**config.mk**
```make
export PLATFORM = sky130hd
export DESIGN_NAME = control_sequencer
export DESIGN_NICKNAME = d
export VERILOG_FILES = /design/src/rtl/control_sequencer.sv
export SDC_FILE = /design/constraint.sdc
export NUM_CORES = 1
export LEC_CHECK = 0
export CAP_MARGIN = 5
export CORE_ASPECT_RATIO = 1.25
export CORE_MARGIN = 4
export CORE_UTILIZATION = 27
export CTS_CLUSTER_DIAMETER = 100
export DETAILED_ROUTE_END_ITERATION = 12
export HOLD_SLACK_MARGIN = 0.02
export PLACE_DENSITY = 0.9
export SETUP_SLACK_MARGIN = 0.05
export SLEW_MARGIN = 15
export SYNTH_ARGS = -nofsm -noshare
export SYNTH_HDL_FRONTEND = slang
export SYNTH_SLANG_ARGS = --single-unit
```
**constraint.sdc**
```tcl
create_clock -name clk -period 1.9 [get_ports clk]
set_clock_uncertainty 0.05 [all_clocks]
set_input_delay 0.19 -clock clk [delete_from_list [all_inputs] [get_ports clk]]
set_output_delay 0.19 -clock clk [all_outputs]
set_load 0.005 [all_outputs]
```
**src/rtl/control_sequencer.sv**
```systemverilog
// control_sequencer: multi-cycle instruction control unit.
// Walks each instruction through fetch (T0-T2) and execute (T3-T6),
// producing one-hot bus-source selects, register load enables and the
// ALU operation for the datapath.
//
// state  | meaning
// -------+-------------------------------------------------------------
// IDLE   | waiting for start; all bus controls inactive
// T0     | PC -> bus, load MAR, compute PC+1 into Z
// T1     | Zlow -> PC, memory read; MDR loads when mem_rdy is high
// T2     | MDR -> IR; undefined ops and HALT finish here
// T3     | Rb -> bus, load Y
// T4     | Rc -> bus, ALU computes op into Z
// T5     | Zlow -> Ra (or LO for the two long-result ops)
// T6     | Zhigh -> HI (long-result ops only)
// HALT   | stopped until reset
module control_sequencer (
    input  logic        clk,
    input  logic        clr,
    input  logic        start,
    input  logic        run,
    input  logic        mem_rdy,
    input  logic [31:0] ir_in,
    output logic [31:0] out_sel,
    output logic [31:0] in_en,
    output logic [5:0]  alu_sel,
    output logic        read,
    output logic        done,
    output logic        illegal,
    output logic        halted
);

    // Bus / register bit positions in out_sel and in_en
    localparam int BIT_HI    = 16;
    localparam int BIT_LO    = 17;
    localparam int BIT_ZHIGH = 18;
    localparam int BIT_ZLOW  = 19;
    localparam int BIT_PC    = 20;
    localparam int BIT_IR    = 21;
    localparam int BIT_MDR   = 22;
    localparam int BIT_MAR   = 23;
    localparam int BIT_Y     = 24;

    localparam logic [5:0] ALU_INC_PC = 6'h20;

    typedef enum logic [3:0] {
        S_IDLE = 4'd0,
        S_T0   = 4'd1,
        S_T1   = 4'd2,
        S_T2   = 4'd3,
        S_T3   = 4'd4,
        S_T4   = 4'd5,
        S_T5   = 4'd6,
        S_T6   = 4'd7,
        S_HALT = 4'd8
    } state_t;

    state_t      r_state;
    state_t      w_next;
    logic        r_illegal;

    logic [4:0]  w_op;
    logic [3:0]  w_ra;
    logic [3:0]  w_rb;
    logic [3:0]  w_rc;
    logic        w_op_undef;
    logic        w_op_halt;
    logic        w_op_long;
    logic        w_unused_ir;

    assign w_op = ir_in[31:27];
    assign w_ra = ir_in[26:23];
    assign w_rb = ir_in[22:19];
    assign w_rc = ir_in[18:15];

    // Low IR bits carry immediates the sequencer never looks at
    assign w_unused_ir = ^ir_in[14:0];

    // Opcode classes: 0x10-0x1E undefined, 0x1F halt, 0x0E/0x0F produce a
    // 64-bit result that needs the extra HI write-back cycle
    assign w_op_undef = (w_op >= 5'h10) && (w_op <= 5'h1E);
    assign w_op_halt  = (w_op == 5'h1F);
    assign w_op_long  = (w_op == 5'h0E) || (w_op == 5'h0F);

    // State register; reset drops straight back to IDLE
    always_ff @(posedge clk or negedge clr) begin
        if (!clr) begin
            r_state <= S_IDLE;
        end else begin
            r_state <= w_next;
        end
    end

    // Sticky undefined-opcode flag, set on leaving T2 with a bad op
    always_ff @(posedge clk or negedge clr) begin
        if (!clr) begin
            r_illegal <= 1'b0;
        end else if ((r_state == S_T2) && w_op_undef) begin
            r_illegal <= 1'b1;
        end
    end

    // Next-state and Moore-style control decode (only MDR load sees mem_rdy)
    always_comb begin
        w_next  = r_state;
        out_sel = '0;
        in_en   = '0;
        alu_sel = '0;
        read    = 1'b0;
        done    = 1'b0;

        case (r_state)
            S_IDLE: begin
                if (start) begin
                    w_next = S_T0;
                end
            end

            S_T0: begin
                out_sel[BIT_PC]   = 1'b1;
                in_en[BIT_MAR]    = 1'b1;
                in_en[BIT_ZLOW]   = 1'b1;
                alu_sel           = ALU_INC_PC;
                w_next            = S_T1;
            end

            S_T1: begin
                out_sel[BIT_ZLOW] = 1'b1;
                in_en[BIT_PC]     = 1'b1;
                read              = 1'b1;
                if (mem_rdy) begin
                    in_en[BIT_MDR] = 1'b1;
                    w_next         = S_T2;
                end
            end

            S_T2: begin
                out_sel[BIT_MDR]  = 1'b1;
                in_en[BIT_IR]     = 1'b1;
                if (w_op_halt) begin
                    done   = 1'b1;
                    w_next = S_HALT;
                end else if (w_op_undef) begin
                    done   = 1'b1;
                    w_next = run ? S_T0 : S_IDLE;
                end else begin
                    w_next = S_T3;
                end
            end

            S_T3: begin
                out_sel       = 32'd1 << w_rb;
                in_en[BIT_Y]  = 1'b1;
                w_next        = S_T4;
            end

            S_T4: begin
                out_sel             = 32'd1 << w_rc;
                in_en[BIT_ZLOW]     = 1'b1;
                in_en[BIT_ZHIGH]    = 1'b1;
                alu_sel             = {1'b0, w_op};
                w_next              = S_T5;
            end

            S_T5: begin
                out_sel[BIT_ZLOW] = 1'b1;
                if (w_op_long) begin
                    in_en[BIT_LO] = 1'b1;
                    w_next        = S_T6;
                end else begin
                    in_en  = 32'd1 << w_ra;
                    done   = 1'b1;
                    w_next = run ? S_T0 : S_IDLE;
                end
            end

            S_T6: begin
                out_sel[BIT_ZHIGH] = 1'b1;
                in_en[BIT_HI]      = 1'b1;
                done               = 1'b1;
                w_next             = run ? S_T0 : S_IDLE;
            end

            S_HALT: begin
                w_next = S_HALT;
            end

            default: begin
                w_next = S_IDLE;
            end
        endcase
    end

    assign illegal = r_illegal;
    assign halted  = (r_state == S_HALT);

endmodule
```
Yosys cells after proc, flatten, opt, wreduce, memory -nomap -nowiden
Index checks and enable logic that the tools add are counted.
Widths: inputs -> output; s select.
Storage, ports and cells
  input port bits: 37
  word-level logic and storage cells: 62
  register bits after elaboration: 5
Operators by class
  reductions and logical operators: 7
  equal/unequal tests: 13
  shifts and indexed selects: 3
  magnitude comparators: 2
  multiplexer cells: 35
Operators by type and width (number)
  $shl 1x4->32 const A: 3
  $pmux 18 s2: 1
  $pmux 4 s9: 1
  $pmux 1 s2: 9
  $pmux 9 s2: 1
  $mux 17: 1
  $eq 4x3->1 const B: 4
  $mux 16: 1
  $pmux 1 s3: 5
  $mux 14: 1
  $mux 4: 3
  $pmux 6 s2: 1
  $eq 5x4->1 const B: 2
  $eq 4x2->1 const B: 2
  $mux 1: 8
  $mux 7: 1
  $mux 3: 2
  $eq 5x5->1 const B: 1
  $ge 5x5->1 const B: 1
  $le 5x5->1 const B: 1
  $eq 4x1->1 const B: 1
  $eq 4x4->1 const B: 1
  $logic_not 4->1: 1
  $ne 2x2->1 const B: 2
  4 further kinds: 6

Depth between registers and ports, before layout
Gate-level depths: netlist (run 1).
  word-level depth: 5
  gate-level depth with buffers: 6
  mapped depth without buffers: 4

Worst setup path before layout (run 1)
Ideal clock, no wire load.
  path type: register to output
  start: register r_state[3]
  end: output port out_sel[1]
  cell stages (with the launch flop): 6
  path slack: 0.244 ns
  arrival time: 1.416 ns
  required time: 1.660 ns
  cells stage by stage: dfrtp_1 buf_6 nand2b_1 buf_6 or4_4 o22ai_1
Between the ends
  longest elaborated chain between the ends: 2
RTL lines
  start: declaration: line 58  | state_t r_state;
  start signal: assignment: line 90  | r_state <= w_next;
  $eq 4x3->1: line 112  | case (r_state)
  $pmux 18 s2 (*): line 112
  end: declaration: line 24  | output logic [31:0] out_sel,
Mark *: on every way between the ends. The rest lies on a longest branch, timed or not.

Worst setup path in the final report (run 1)
  start: register r_state[3]
  end: output port done
Between the ends
  longest elaborated chain between the ends: 2
RTL lines
  $eq 4x3->1 or $eq 4x2->1 (tied branches): line 112
  $pmux 1 s3 (*): line 112
  end: declaration: line 28  | output logic done,
Marked as above.

==> results of run 1 <==
[power by group]
group          switching (µW)  internal (µW)
sequential               39.9            150
combinational             622            745
clock                    59.5            145
[per-stage QoR]
step / area, µm² / setup slack [ps] / hold WS, ps / setup TNS [ps]
floorplan: 1020 / 244 / -156 / 0
CTS: 2100 / -149 / 141 / -1190
global route: 2250 / -243 / 155 / -4620
global placement: 1860 / -315 / 378 / -6620
finish: 2250 / -154 / 139 / -2140
detailed placement: 1860 / -362 / 381 / -7610
[flip-flops by register name, indices dropped and copies added, names as in the netlist]
signal and cells:
illegal 1, r_state 4
[cell families after synthesis]
family / synth area share [%]
compound gates: 18.2
flops: 13.1
other cells: 0.393
buf+inv: 19.7
simple gates: 48.6
[worst paths after layout]
kind | start | to | slack, ps
min in group clk | illegal$_DFFE_PN0P_ | illegal$_DFFE_PN0P_ | 410
hold reg to reg | illegal$_DFFE_PN0P_ | illegal$_DFFE_PN0P_ | 410
setup reg to reg | r_state[3]$_DFFE_PN0P_ | r_state[3]$_DFFE_PN0P_ | 410
setup / recovery | r_state[3]$_DFFE_PN0P_ | done | -150
hold / removal | clr | r_state[1]$_DFFE_PN0P_ | 140
max in group asynchronous | clr | r_state[0]$_DFFE_PN0P_ | 1450
[layer usage]
| metal | global-route usage, % | part of all wire (%) | up-vias |
|---|---|---|---|
| li1 | - | - | 732 |
| met1 | 20.0 | 35 | 701 |
| met2 | 35.3 | 55 | 71 |
| met3 | 2.78 | 6.9 | 17 |
| met4 | 7.71 | 3.1 | 0 |
| met5 | 0 | 0 | - |
[timing repair]
action / in CTS / in global routing
hold endpoints to repair: 0 / 0
pin swaps: 24 / 23
hold buffers: 0 / 0
gates resized for setup: 175 / 57
setup buffers: 28 / 9
endpoints found under the setup margin: 54 / 35
[cell type report]
class	instances	area [µm²]	area share [%]
repair buffers	135	1070	47.6
clock buffers	4	45.0	2.00
multi-input cells	125	955	42.4
flip-flops and latches	5	126	5.61
well taps	37	46.3	2.06
inverters	2	7.51	0.333
[worst max-delay path, delay by kind of cell (launching register included)]
kind | cells | cell delay, ps
AND/OR/NAND/NOR | 3 | 750
buffers and inverters | 2 | 490
flip-flops | 1 | 350
[placed cells by master (no fill, tap or decap), drive strengths merged]
cell | netlist | final
buf | 21 | 91
clkdlybuf4s50 | 0 | 23
nor2 | 21 | 21
conb | 1 | 19
o22ai | 15 | 15
dlygate4sd2 | 0 | 14
nor3 | 13 | 13
nand2b | 10 | 10
clkbuf | 4 | 10
and2 | 6 | 6
nand2 | 6 | 6
nand3b | 5 | 5
a21oi | 5 | 5
dfrtp | 5 | 5
nand3 | 4 | 4
nand4 | 2 | 2
inv | 2 | 2
or2 | 2 | 2
or3 | 2 | 2
o31ai | 2 | 2
nor4 | 2 | 2
o21ai | 2 | 2
and4bb | 1 | 1
nor4b | 1 | 1
nand4b | 1 | 1
nor4bb | 1 | 1
or4 | 1 | 1
nor3b | 1 | 1
a21o | 1 | 1
a31o | 1 | 1
o21bai | 1 | 1
dlymetal6s2s | 0 | 1
==> run metrics, run 1 <==
Final Non-Filler Cells=about 300; peak supply drop=between 700 and 800 µV; Clk pin slew, worst setup/hold paths=roughly 40 ps; fin crit period=2050 ps; final hold violations=0; crit path DAT=approximately 1800 ps; #FFs+latches synth=5; Antenna Nets Post-Route=0; Final Setup Violations=30; Max Clock Freq=about 0.49 GHz; critical path's slowest cell=dfrtp_1; Die W=61.2 µm; final net count=between 300 and 400; post-DR wirelength/cell=15.1 µm; Longest Clk Path Bufs=2; largest net degree at the start of global routing=17; unique cell type count in the Yosys netlist=34; routed vias=about 1500; dominant synthesized flop cell=dfrtp_1; slowest stage delay, CP=around 350 ps; run status=complete, but fails checks; Routed Wire Length=about 4700 µm; count leader, synth=nor2_1; Buffers on Ports=76; Die Y-Extent=between 70 and 80 µm; WP data required=around 1700 ps; Syn Area/Cell=around 6.9 µm²; IO Pins=111; worst-skew pair later-pin latency=about 230 ps; pwr/cell area=a little under 800 nW/µm²; proportion of layout cells with a drive suffix above 1=53.9%; CTS tree=built; Worst Reg-to-Reg Cells=6; crit path kind=reg -> out; Filler cells=~290; vias in the first global route=roughly 1500; Area contributors post-synth=buf_4, dfrtp_1, o22ai_1; Post-Syn Instances=139; fin util=between 60 and 70%; CP endpoint kind=output port; leading cell types by count after synthesis=nor2_1, buf_4, o22ai_1; critical path peak fanout=16; drc violations=0; Ant. Diodes=0; placed instance count=~270; grt ovf=0; critical-path cell list=buf_4 > and4bb_2 > and2_1 > or3_1 > dlygate4sd2_1; die area=4550 µm²; DR iter-0 viols=between 40 and 50; max-slew violation count=0; Core Area=3310 µm²; GRT Resource Usage Total=a little under a fifth; Tcrit/Tclk final=108%; post-synth top area cell=buf_4; total design power=between 1500 and 2000 µW; RSZ-0062 raised after global routing=true; PnR worst setup slack=-154 ps; Area growth, synth to finish=136%; Critical Path Source Type=register; Syn Std Cell Area=~950 µm²; dpl hpwl=roughly 3100 µm; first-pass GRT wire length=6700 µm; Max Cap Viol=0; Final Wtd Congestion=~0.9; initial antenna violation count=0; CTS HTree Levels=1; failing checks=negative setup slack; Detailed Routing Iterations Pass 1=4; P_leak=approximately 0.0011 µW; ys async rst share=100%; EDFF count, synth=0; initial cell density of the core=slightly below 30%; TritonCTS Buffers=3; synth warn=0; HP Class=in -> async; clock root buffer=clkbuf_8; row count=23; post-synth top area share=between 10 and 15%; register area share after synthesis=around an eighth; Clock Sinks=5; vias per cell=between 4 and 5
Power figures use the tool's default switching activity.
==> inputs of run 2 (changes only) <==
Settings changed: CORE_MARGIN 4 to not set.
==> run 2 against run 1 <==
Compared with the run above: the flow still finishes with violations (negative setup slack); power rose by 11%; non-clock buffer count increased by 6; routed wire length increased by 0.75%; utilization grew 3.8 points; hold slack gained 8.2 ps; sequential share of layout area fell by 0.25 points; global-route usage grew 5.3 points; register-to-register slack got worse by 150 ps; critical path type unchanged; critical endpoint is now in_en[12]; largest cell class unchanged; highest routed layer unchanged.
==> run metrics, run 2 (same netlist as run 1, synthesis figures left out) <==
drc violations=0; final net count=approximately 320; initial cell density of the core=between 20 and 30%; RSZ-0062 raised after global routing=true; Clock Sinks=5; fin util=a little under three quarters; Max Clock Freq=0.492 GHz; critical path peak fanout=5; worst-skew pair later-pin latency=between 200 and 250 ps; TritonCTS Buffers=3; Ant. Diodes=0; proportion of layout cells with a drive suffix above 1=56.7%; Core Area=3280 µm²; routed vias=around 1600; multi-input logic area=~980 µm²; IO Pins=between 100 and 150; slowest stage delay, CP=~400 ps; CTS tree=built; fin crit period=2030 ps; post-DR wirelength/cell=approximately 15 µm; HP Class=in -> async; Final Setup Violations=26; critical-path cell list=nand2b_4 > buf_6 > nor3b_4 > buf_4 > nand3_4 > buf_6 > nor3_4 > buf_2; row count=23; Reg area=between 100 and 150 µm²; CP endpoint kind=output port; pwr/cell area=829 nW/µm²; run status=complete, but fails checks; Clk pin slew, worst setup/hold paths=roughly 40 ps; DR iter-0 viols=30; clock root buffer=clkbuf_8; vias per cell=5.00; GRT Resource Usage Total=around a quarter; critical path's most frequent cell=buf_6; Routed Wire Length=approximately 4700 µm; die area=between 3000 and 4000 µm²; crit path DAT=1790 ps; P_leak=roughly 0.0012 µW; first-pass GRT wire length=around 6600 µm; max-slew violation count=0; grt ovf=0; Buffers on Ports=76; Tcrit/Tclk final=107%; Antenna Nets Post-Route=0; leading cell type in the layout, fill and taps excluded=buf_4; Top reg by flops=r_state; PnR worst setup slack=-132 ps; peak supply drop=between 700 and 800 µV; Detailed Routing Iterations Pass 1=4; crit path kind=reg -> out; vias in the first global route=approximately 1500; initial antenna violation count=0; final hold violations=0; Area growth, synth to finish=147%; Final Wtd Congestion=approximately 0.87; Max Cap Viol=0; commonest cells after routing, fill and taps aside=buf_4, buf_2, buf_6, dlygate4sd2_1, conb_1; Die W=between 50 and 60 µm; pre-CTS setup slack=-363 ps; failing checks=negative setup slack; Filler cells=around 260; dpl hpwl=between 2000 and 3000 µm; Critical Path Source Type=register; setup_tns=-1760 ps; largest net degree at the start of global routing=11; Die Y-Extent=slightly below 70 µm; CTS HTree Levels=1; WP data required=~1700 ps; Longest Clk Path Bufs=2; number of flip-flops in the largest register=4; critical path's slowest cell=dfrtp_1
run 2: cell count changes in the layout (fill, tap and decap cells not counted), sizes merged:
cell           delta
buf               +8
clkdlybuf4s50     -6
dlygate4sd2       +6
dlymetal6s2s      +2
clkbuf            -6
clkdlybuf4s15     +2
run 2: where the power goes:
group / total (µW) / leakage, µW / switching [µW] / internal [µW]
sequential: 203 / 0.0000592 / 53.6 / 150
combinational: 1540 / 0.00111 / 674 / 871
clock: 205 / 0.0000228 / 60.0 / 145
run 2: cell type report:
cell class,count,share of cell area (%)
repair buffers,141,48.9
well taps,37,1.96
flip-flops and latches,5,5.36
multi-input cells,125,41.6
clock buffers,4,1.91
inverters,2,0.319
run 2: path summary, 6_finish.rpt:
kind | startpoint | end | slack (ps) | cells after the start
min in group clk | illegal$_DFFE_PN0P_ | illegal$_DFFE_PN0P_ | 410 | 1
worst min-delay path | clr | r_state[1]$_DFFE_PN0P_ | 150 | 1
max in group asynchronous | clr | r_state[0]$_DFFE_PN0P_ | 1430 | 1
worst min register to register | illegal$_DFFE_PN0P_ | illegal$_DFFE_PN0P_ | 410 | 1
worst max-delay path | r_state[3]$_DFFE_PN0P_ | in_en[12] | -130 | 8
worst max register to register | r_state[3]$_DFFE_PN0P_ | r_state[0]$_DFFE_PN0P_ | 260 | 8
run 2: per-layer routing:
metal / up-vias / share of wire [%] / GRT usage [%]
li1: 739 / - / -
met4: 0 / 2.9 / 10.0
met2: 69 / 58 / 50.9
met1: 749 / 34 / 21.7
met3: 13 / 5.1 / 1.56
met5: - / 0 / 0
run 2: stage by stage:
step           hold WS [ps]  area [µm²]  instances  power (µW)
2_1_floorplan          -156        1020        157         687
5_1_grt                 169        2360        314        2080
3_3_place_gp            378        1830        269        1290
6_report                148        2360        314        1950
3_5_place_dp            390        1830        269        1310
4_1_cts                 151        2190        307        1810
run 2: worst max-delay path: cells and delay by family, from the launching register on:
family                 cells  cell delay (ps)
buffers and inverters      4              560
DFF                        1              390
and+or+nand+nor            4              600
run 2: repair_timing:
| action | 4_1_cts | 5_1_grt |
|---|---|---|
| setup endpoints to repair | 53 | 37 |
| hold buffers | 0 | 0 |
| pin swaps | 36 | 22 |
| buffers inserted | 35 | 8 |
| resized for setup | 206 | 34 |
